File: src/rtl/ant_agent_pipe.sv
// ant_agent_pipe: registered per-channel ant agent for the router input path.
// Each input channel captures a packet, records the local hop, classifies it
// as normal / forward ant / backward ant and resolves a one-hot output request.
// The request is resolved locally (eject, backtrack) or through the adaptive
// selection handshake. The packet is then held until the switch grants it.
// Optional build macro: ANT_AGENT_PIPE_STATS_EN adds per-channel saturating
// counters on the o_stat_* ports. Without it those ports are tied to zero.

package ant_agent_pipe_pkg;

    localparam int X_NODES   = 4;
    localparam int Y_NODES   = 4;
    localparam int NUM_IN    = 5;
    localparam int NUM_OUT   = 5;
    localparam int MEM_DEPTH = 8;

    localparam int X_W   = $clog2(X_NODES);
    localparam int Y_W   = $clog2(Y_NODES);
    localparam int CNT_W = $clog2(MEM_DEPTH + 1);

    typedef logic [0:MEM_DEPTH-1][X_W-1:0] xmem_t;
    typedef logic [0:MEM_DEPTH-1][Y_W-1:0] ymem_t;

    typedef struct packed {
        logic [7:0]       payload;
        logic             ant;
        logic             backward;
        logic [X_W-1:0]   x_source;
        logic [Y_W-1:0]   y_source;
        logic [X_W-1:0]   x_dest;
        logic [Y_W-1:0]   y_dest;
        logic [CNT_W-1:0] num_memories;
        logic [CNT_W-1:0] b_num_memories;
        xmem_t            x_memory;
        ymem_t            y_memory;
        xmem_t            b_x_memory;
        ymem_t            b_y_memory;
        logic [4:0]       pheromone_value;
    } packet_t;

    typedef enum logic [1:0] {
        ST_IDLE     = 2'd0,
        ST_DECODE   = 2'd1,
        ST_WAIT_SEL = 2'd2,
        ST_HOLD     = 2'd3
    } state_t;

endpackage

module ant_agent_pipe
    import ant_agent_pipe_pkg::*;
#(
    parameter int X_LOC    = 0,
    parameter int Y_LOC    = 0,
    parameter int N_IN     = NUM_IN,
    parameter int N_OUT    = NUM_OUT,
    parameter int MAX_HOPS = 8
) (
    input  logic                          clk,
    input  logic                          reset_n,
    input  packet_t [0:N_IN-1]            i_data,
    input  logic    [0:N_IN-1]            i_data_val,
    output logic    [0:N_IN-1]            o_data_ready,
    output packet_t [0:N_IN-1]            o_data,
    output logic    [0:N_IN-1]            o_data_val,
    output logic    [0:N_IN-1][0:N_OUT-1] o_output_req,
    input  logic    [0:N_IN-1]            i_grant,
    output logic    [0:N_IN-1]            o_sel_req,
    output logic    [0:N_IN-1][X_W-1:0]   o_sel_x_dest,
    output logic    [0:N_IN-1][Y_W-1:0]   o_sel_y_dest,
    output logic    [0:N_IN-1][X_W-1:0]   o_sel_x_source,
    input  logic    [0:N_IN-1]            i_sel_ack,
    input  logic    [0:N_IN-1][0:N_OUT-1] i_sel_dir,
    output logic    [0:N_IN-1]            o_update,
    output logic    [0:N_IN-1][X_W-1:0]   o_upd_x_dest,
    output logic    [0:N_IN-1][Y_W-1:0]   o_upd_y_dest,
    output logic    [0:N_IN-1][4:0]       o_upd_pheromone,
    output logic    [0:N_IN-1]            o_drop,
    output logic    [0:N_IN-1][15:0]      o_stat_normal,
    output logic    [0:N_IN-1][15:0]      o_stat_ant,
    output logic    [0:N_IN-1][15:0]      o_stat_drop
);

    localparam logic [X_W-1:0]   X_ME      = X_LOC[X_W-1:0];
    localparam logic [Y_W-1:0]   Y_ME      = Y_LOC[Y_W-1:0];
    localparam logic [CNT_W-1:0] CNT_MAX   = MAX_HOPS[CNT_W-1:0];
    localparam logic [0:N_OUT-1] REQ_LOCAL = {1'b1, {(N_OUT-1){1'b0}}};

    // Memory helpers use a compare loop so the hop counter never acts as a
    // raw (possibly over-wide) array index.
    function automatic xmem_t put_x(input xmem_t mem, input logic [CNT_W-1:0] idx,
                                    input logic [X_W-1:0] val);
        xmem_t res;
        res = mem;
        for (int k = 0; k < MEM_DEPTH; k++) begin
            if (k == int'(idx)) res[k] = val;
        end
        return res;
    endfunction

    function automatic ymem_t put_y(input ymem_t mem, input logic [CNT_W-1:0] idx,
                                    input logic [Y_W-1:0] val);
        ymem_t res;
        res = mem;
        for (int k = 0; k < MEM_DEPTH; k++) begin
            if (k == int'(idx)) res[k] = val;
        end
        return res;
    endfunction

    function automatic logic [X_W-1:0] get_x(input xmem_t mem, input logic [CNT_W-1:0] idx);
        logic [X_W-1:0] res;
        res = '0;
        for (int k = 0; k < MEM_DEPTH; k++) begin
            if (k == int'(idx)) res = mem[k];
        end
        return res;
    endfunction

    function automatic logic [Y_W-1:0] get_y(input ymem_t mem, input logic [CNT_W-1:0] idx);
        logic [Y_W-1:0] res;
        res = '0;
        for (int k = 0; k < MEM_DEPTH; k++) begin
            if (k == int'(idx)) res = mem[k];
        end
        return res;
    endfunction

    // Minimal direction toward a neighbouring hop: X first (E/W), then Y (N/S).
    // Index order of the request vector: 0 local, 1 N, 2 E, 3 S, 4 W.
    function automatic logic [0:N_OUT-1] dir_to(input logic [X_W-1:0] tx,
                                                input logic [Y_W-1:0] ty);
        logic [0:N_OUT-1] r;
        r = '0;
        if (tx != X_ME) begin
            if (tx > X_ME) r[2] = 1'b1;
            else           r[4] = 1'b1;
        end else if (ty > Y_ME) begin
            r[1] = 1'b1;
        end else begin
            r[3] = 1'b1;
        end
        return r;
    endfunction

    for (genvar c = 0; c < N_IN; c++) begin : g_ch

        state_t           state_q, state_d;
        packet_t          pkt_q, pkt_d;
        logic [0:N_OUT-1] req_q, req_d;
        logic             drop_q, drop_d;
        logic             upd_q, upd_d;
        logic [X_W-1:0]   upd_x_q;
        logic [Y_W-1:0]   upd_y_q;
        logic [4:0]       upd_ph_q;

        logic             at_dest, at_src, found;
        logic [X_W-1:0]   hop_x;
        logic [Y_W-1:0]   hop_y;

        logic             ready_c, val_c, sel_c;
        logic             hold_grant;

        assign at_dest    = (pkt_q.x_dest == X_ME) && (pkt_q.y_dest == Y_ME);
        assign at_src     = (pkt_q.x_source == X_ME) && (pkt_q.y_source == Y_ME);
        assign hold_grant = (state_q == ST_HOLD) && i_grant[c];

        // Channel state register; reset abandons any in-flight packet silently.
        always_ff @(posedge clk or negedge reset_n) begin
            if (!reset_n) state_q <= ST_IDLE;
            else          state_q <= state_d;
        end

        // Next-state and decode: hop recording, ant conversion and request resolution.
        always_comb begin
            state_d = state_q;
            pkt_d   = pkt_q;
            req_d   = req_q;
            drop_d  = 1'b0;
            upd_d   = 1'b0;
            found   = 1'b0;
            hop_x   = '0;
            hop_y   = '0;
            unique case (state_q)
                ST_IDLE: begin
                    if (i_data_val[c]) begin
                        pkt_d   = i_data[c];
                        req_d   = '0;
                        state_d = ST_DECODE;
                    end
                end
                ST_DECODE: begin
                    if (!pkt_q.backward) begin
                        if (pkt_q.num_memories == CNT_MAX) begin
                            drop_d  = 1'b1;
                            state_d = ST_IDLE;
                        end else begin
                            pkt_d.x_memory     = put_x(pkt_q.x_memory, pkt_q.num_memories, X_ME);
                            pkt_d.y_memory     = put_y(pkt_q.y_memory, pkt_q.num_memories, Y_ME);
                            pkt_d.num_memories = pkt_q.num_memories + 1'b1;
                            if (!at_dest) begin
                                state_d = ST_WAIT_SEL;
                            end else if (!pkt_q.ant) begin
                                req_d   = REQ_LOCAL;
                                state_d = ST_HOLD;
                            end else begin
                                pkt_d.backward = 1'b1;
                                pkt_d.x_source = pkt_q.x_dest;
                                pkt_d.y_source = pkt_q.y_dest;
                                pkt_d.x_dest   = pkt_q.x_source;
                                pkt_d.y_dest   = pkt_q.y_source;
                                if (pkt_q.b_num_memories == CNT_MAX) begin
                                    drop_d  = 1'b1;
                                    state_d = ST_IDLE;
                                end else begin
                                    pkt_d.b_x_memory     = put_x(pkt_q.b_x_memory, pkt_q.b_num_memories, X_ME);
                                    pkt_d.b_y_memory     = put_y(pkt_q.b_y_memory, pkt_q.b_num_memories, Y_ME);
                                    pkt_d.b_num_memories = pkt_q.b_num_memories + 1'b1;
                                    if (pkt_q.x_source == pkt_q.x_dest && pkt_q.y_source == pkt_q.y_dest) begin
                                        req_d   = REQ_LOCAL;
                                        state_d = ST_HOLD;
                                    end else if (pkt_q.num_memories == '0) begin
                                        drop_d  = 1'b1;
                                        state_d = ST_IDLE;
                                    end else begin
                                        // Previous hop sits just before the entry written this cycle.
                                        hop_x   = get_x(pkt_q.x_memory, pkt_q.num_memories - 1'b1);
                                        hop_y   = get_y(pkt_q.y_memory, pkt_q.num_memories - 1'b1);
                                        req_d   = dir_to(hop_x, hop_y);
                                        state_d = ST_HOLD;
                                    end
                                end
                            end
                        end
                    end else begin
                        if (pkt_q.b_num_memories == CNT_MAX) begin
                            drop_d  = 1'b1;
                            state_d = ST_IDLE;
                        end else begin
                            pkt_d.b_x_memory     = put_x(pkt_q.b_x_memory, pkt_q.b_num_memories, X_ME);
                            pkt_d.b_y_memory     = put_y(pkt_q.b_y_memory, pkt_q.b_num_memories, Y_ME);
                            pkt_d.b_num_memories = pkt_q.b_num_memories + 1'b1;
                            upd_d                = !at_src;
                            if (at_dest) begin
                                req_d   = REQ_LOCAL;
                                state_d = ST_HOLD;
                            end else begin
                                // Latest occurrence of this node wins so loops in the path are skipped.
                                for (int m = 1; m < MAX_HOPS; m++) begin
                                    if (m < int'(pkt_q.num_memories) &&
                                        pkt_q.x_memory[m] == X_ME && pkt_q.y_memory[m] == Y_ME) begin
                                        found = 1'b1;
                                        hop_x = pkt_q.x_memory[m-1];
                                        hop_y = pkt_q.y_memory[m-1];
                                    end
                                end
                                if (found) begin
                                    req_d   = dir_to(hop_x, hop_y);
                                    state_d = ST_HOLD;
                                end else begin
                                    drop_d  = 1'b1;
                                    state_d = ST_IDLE;
                                end
                            end
                        end
                    end
                end
                ST_WAIT_SEL: begin
                    if (i_sel_ack[c]) begin
                        if ($onehot(i_sel_dir[c])) begin
                            req_d   = i_sel_dir[c];
                            state_d = ST_HOLD;
                        end else begin
                            drop_d  = 1'b1;
                            state_d = ST_IDLE;
                        end
                    end
                end
                ST_HOLD: begin
                    if (i_grant[c]) state_d = ST_IDLE;
                end
                default: state_d = ST_IDLE;
            endcase
        end

        // Packet/request registers and the one-cycle strobes with their payload.
        always_ff @(posedge clk or negedge reset_n) begin
            if (!reset_n) begin
                pkt_q    <= '0;
                req_q    <= '0;
                drop_q   <= 1'b0;
                upd_q    <= 1'b0;
                upd_x_q  <= '0;
                upd_y_q  <= '0;
                upd_ph_q <= '0;
            end else begin
                pkt_q  <= pkt_d;
                req_q  <= req_d;
                drop_q <= drop_d;
                upd_q  <= upd_d;
                if (upd_d) begin
                    upd_x_q  <= pkt_q.x_source;
                    upd_y_q  <= pkt_q.y_source;
                    upd_ph_q <= pkt_q.pheromone_value;
                end
            end
        end

        // Handshake outputs decoded from the current state.
        always_comb begin
            ready_c = (state_q == ST_IDLE);
            val_c   = (state_q == ST_HOLD);
            sel_c   = (state_q == ST_WAIT_SEL);
        end

        assign o_data_ready[c]    = ready_c;
        assign o_data_val[c]      = val_c;
        assign o_data[c]          = val_c ? pkt_q : '0;
        assign o_output_req[c]    = val_c ? req_q : '0;
        assign o_sel_req[c]       = sel_c;
        assign o_sel_x_dest[c]    = sel_c ? pkt_q.x_dest   : '0;
        assign o_sel_y_dest[c]    = sel_c ? pkt_q.y_dest   : '0;
        assign o_sel_x_source[c]  = sel_c ? pkt_q.x_source : '0;
        assign o_update[c]        = upd_q;
        assign o_upd_x_dest[c]    = upd_q ? upd_x_q  : '0;
        assign o_upd_y_dest[c]    = upd_q ? upd_y_q  : '0;
        assign o_upd_pheromone[c] = upd_q ? upd_ph_q : '0;
        assign o_drop[c]          = drop_q;

`ifdef ANT_AGENT_PIPE_STATS_EN
        logic [15:0] stat_normal_q, stat_ant_q, stat_drop_q;

        // Saturating event counters: granted normals, granted ants, drops.
        always_ff @(posedge clk or negedge reset_n) begin
            if (!reset_n) begin
                stat_normal_q <= '0;
                stat_ant_q    <= '0;
                stat_drop_q   <= '0;
            end else begin
                if (hold_grant && !pkt_q.ant && stat_normal_q != 16'hFFFF)
                    stat_normal_q <= stat_normal_q + 16'd1;
                if (hold_grant && pkt_q.ant && stat_ant_q != 16'hFFFF)
                    stat_ant_q <= stat_ant_q + 16'd1;
                if (drop_d && stat_drop_q != 16'hFFFF)
                    stat_drop_q <= stat_drop_q + 16'd1;
            end
        end

        assign o_stat_normal[c] = stat_normal_q;
        assign o_stat_ant[c]    = stat_ant_q;
        assign o_stat_drop[c]   = stat_drop_q;
`else
        logic unused_stat;
        assign unused_stat      = hold_grant;
        assign o_stat_normal[c] = '0;
        assign o_stat_ant[c]    = '0;
        assign o_stat_drop[c]   = '0;
`endif
    end

endmodule

File: config.mk
export PLATFORM = sky130hd
export DESIGN_NAME = ant_agent_pipe
export DESIGN_NICKNAME = d
export VERILOG_FILES = /design/src/rtl/ant_agent_pipe.sv
export SDC_FILE = /design/constraint.sdc
export NUM_CORES = 2
export LEC_CHECK = 0
export ABC_AREA = 1
export BUFFER_PORTS_ARGS = -buffer_cell sky130_fd_sc_hd__buf_2
export CORE_AREA = 2 2 529 531
export DETAILED_ROUTE_END_ITERATION = 6
export DIE_AREA = 0 0 531 533
export PLACE_DENSITY = 0.33
export SLEW_MARGIN = 20
export SYNTH_ARGS = -nofsm -noshare
export SYNTH_HDL_FRONTEND = slang
export SYNTH_SLANG_ARGS = --single-unit
File: constraint.sdc
create_clock -name clk -period 3.2 [get_ports clk]
set_clock_uncertainty 0.05 [all_clocks]
set_input_delay 0.16 -clock clk [delete_from_list [all_inputs] [get_ports clk]]
set_output_delay 0.16 -clock clk [all_outputs]
set_load 0.005 [all_outputs]
==> impl_metrics.csv <==
group,metric,value,unit
status,status,"finished clean",
floorplanning,ioPinCount,1357,
detailed_routing,drc,0,
setup_path,start_kind,"primary input",
min_path,whs_path_depth,5,
setup_path,cp_data_arrival_time,3660,ps
logic_synthesis,ys_seq_elements,565,
layout,fin_cells,10800,
setup_path,r2r_end,"g_ch[1].req_q[4]",
setup_path,critical_path_cell_count,15,
setup_path,rrSetupSlack,240,ps
detailed_routing,wire_per_inst,18.9,um
logic_synthesis,ys_warn_count,0,
power_and_ir_drop,p_leak,31.2,nW
timing,worst_slack,149,ps
logic_synthesis,yosysMostFrequentCell,"nand2_1",
setup_path,critical-path-top-delay-family,"buffers and inverters",
grt,grt_use_total,13.9,%
logic_synthesis,synth-async-reset-ratio,100,%
place,place_congestion,0.877,
job,cap_violations,0,
timing,tightest_slew,903,ps
grt,grtUsageMet3,2.79,%
logic_synthesis,syn_avg_cell_area,6.91,sq um
grt,grt-ovfl-total,0,
setup_path,worst-setup-path-type,"in2reg",
clock_network,cts.sinks,565,
setup_path,reg2reg_depth,12,
grt,grt_antenna_before_repair,30,
timing,drv_slew,0,
min_path,worstHoldPathType,"in2reg",
layout,drive_above_1_share,21.7,%
setup_path,worstPathRequired,3810,ps
detailed_routing,drt_iter0_markers,2370,
place,placed_cells,10000,
detailed_routing,drt_first_pass_iters,5,
setup_path,cp-startpoint,"i_sel_dir[15]",
layout,final_cell_area,54800,sq um
setup_path,cp_slowest_stage_delay,590,ps
place,place_area,45900,sq um
logic_synthesis,synth_cells,5232,
clock_network,cts_buffers,84,
setup_path,crit_buf_inv,5,
timing,rsz0062_at_grt,"yes",
layout,area_growth,51.6,%
logic_synthesis,synth_top_area_share,39.1,%
grt,use_met1,17.6,%
clock_network,clk_latency,740,ps
grt,grt_busiest_layer,"met2",
place,dp_slack,0.898,ps
grt,grt_pass1_wl,291,mm
grt,grt_use_met2,23.4,%
clock_network,clock_path_buffers,3,
logic_synthesis,synth_area_leaders,"dfrtp_1 39%, nand2_1 14%, inv_1 11%",
timing,fmax,328,MHz
detailed_routing,num_vias,40400,
place,port_buffers,1116,
floorplanning,initial_core_util,13.0,%
grt,grt_pass1_vias,41400,
setup_path,reg2reg_from,"g_ch[1].pkt_q[73]",
logic_synthesis,synth_common_cells,"1362 x nand2_1, 1085 x inv_1, 565 x dfrtp_1",
clock_network,path_clk_slew,60,ps
power_and_ir_drop,p_per_area,884,nW/um^2
detailed_routing,via_per_inst,3.75,
place,dp_hpwl,165,mm
floorplanning,dieHeight,533,um
layout,fin_nets,7552,
timing,hold_viol,0,
logic_synthesis,synth-seq-area-share,39.1,%
floorplanning,fp.dieW,531,um
timing,min_period,3050,ps
setup_path,crit_path_cell_trace,"dlygate4sd3_1 -> buf_2 -> fa_1 -> inv_1 -> fa_1 -> inv_1 -> ha_1 -> nor3_4 -> nor2_1 -> nor4_2 -> o21ai_1 -> nor2_2 -> nand3_1 -> dlygate4sd3_1 -> nand2_1",
setup_path,slowest_stage,"dlygate4sd3_1",
floorplanning,core_area,278000,sq um
logic_synthesis,synth_ff_type,"dfrtp_1",
grt,grt_max_degree,103,
power_and_ir_drop,peakVddDrop,449,uV
clock_network,root_buffer,"clkbuf_16",
floorplanning,rows,194,
timing,setup_viol,0,
setup_path,cp_max_fo,3,
detailed_routing,final_antenna_net_count,0,
timing,tns,0,ps
timing,fin_crit_sh,95.3,%
clock_network,tritoncts,"done",
setup_path,cp-end-kind,"flip-flop",
logic_synthesis,syn-cell-area,36200,sq um
detailed_routing,wirelength,204,mm
clock_network,htreeDepth,3,
timing,max_slew_margin,39.8,%
floorplanning,dieArea,283000,sq um
setup_path,setup.worst_path.end,"g_ch[1].req_q[4]",
logic_synthesis,synth_top_cell_by_area,"dfrtp_1",
logic_synthesis,synth-edff-count,0,
logic_synthesis,yosysUniqueCellTypes,62,
==> layer usage <==
metal	wire, um	up-vias
met2	95900	1410
met1	88200	19600
met4	6180	8
met5	51	-
met3	13300	222
li1	-	19200
==> sequential cells by signal, indices dropped and copies added, names as in the netlist <==
name           count
g_ch.upd_ph_q     25
g_ch.upd_q         5
g_ch.drop_q        5
g_ch.upd_y_q      10
g_ch.upd_x_q      10
g_ch.pkt_q       475
g_ch.state_q      10
g_ch.req_q        25
==> per-stage QoR <==
step | hold WS (ps) | utilization [%] | total power [mW]
after floorplan | -186 | - | 26.5
after global placement | 212 | 16.5 | 37.5
after detailed placement | 215 | 16.5 | 37.5
after CTS | 13.3 | 19.7 | 49.2
after global routing | 77.7 | 19.7 | 52.7
final | 82.2 | 19.7 | 48.4
==> timing repair <==
action	in CTS	in global routing
hold buffers	588	0
pin swaps	0	1
resized for setup	1	19
setup endpoints to repair	1	20
endpoints found under the hold margin	611	0
setup buffers	0	1
==> where the power goes <==
part	switching, mW	leakage, nW	internal (mW)
logic	17.2	22.5	8.32
registers	2.85	7.32	9.97
clock network	4.13	1.43	6.03
==> layout make-up <==
cell class | count | area [sq um]
Fill cell | 31800 | 223000
Tap cell | 3724 | 4660
Clock buffer | 121 | 2420
Antenna cell | 15 | 37.5
Multi-Input combinational cell | 3344 | 16200
Inverter | 1109 | 4170
Sequential cell | 565 | 14100
Clock inverter | 35 | 485
Timing Repair Buffer | 1848 | 12700
==> worst min path at each step <==
| stage | end | slack [ps] | start |
|---|---|---|---|
| global placement | g_ch[0].pkt_q[92] | 210 | reset_n |
| global route | g_ch[4].pkt_q[20] | 80 | i_data[20] |
| detailed placement | g_ch[0].pkt_q[92] | 220 | reset_n |
| CTS | g_ch[1].pkt_q[82] | 10 | i_data_val[1] |
| floorplan | g_ch[0].drop_q | -190 | reset_n |
| finish | g_ch[1].pkt_q[70] | 80 | i_data_val[1] |
==> worst reg2reg max path: stages, from the launching register on <==
cell	delay (ps)
dfrtp_1	440
inv_1	230
ha_1	270
nand3_1	160
nand3_1	190
inv_1	90
nor3_2	240
nand4_1	200
a21oi_1	250
nor2_2	70
nand3_1	70
dlygate4sd3_1	560
nand2_1	50
==> logic make-up after synthesis <==
logic type	Yosys count	share of synthesized area, %
flops	565	39.1
mux	16	0.498
fa+ha+maj	83	3.08
other cells	1	0.0104
compound gates	822	12.6
simple gates	2153	24.8
xor+xnor	30	0.768
buf+inv	1562	19.1
==> layout by cell type (no fill, tap or decap), types with 21 or more instances in the layout <==
cell / instances
ha_1: 66
nor2_1: 211
conb_1: 240
o21ai_1: 21
nand3_1: 450
nor3_1: 32
o21ai_0: 506
clkbuf_16: 85
a21oi_2: 25
inv_1: 1084
buf_2: 1115
buf_4: 132
a21oi_1: 139
nand2_1: 1362
dlygate4sd3_1: 588
dfrtp_1: 564
nand4_1: 38
(Power assumes the default switching activity.)
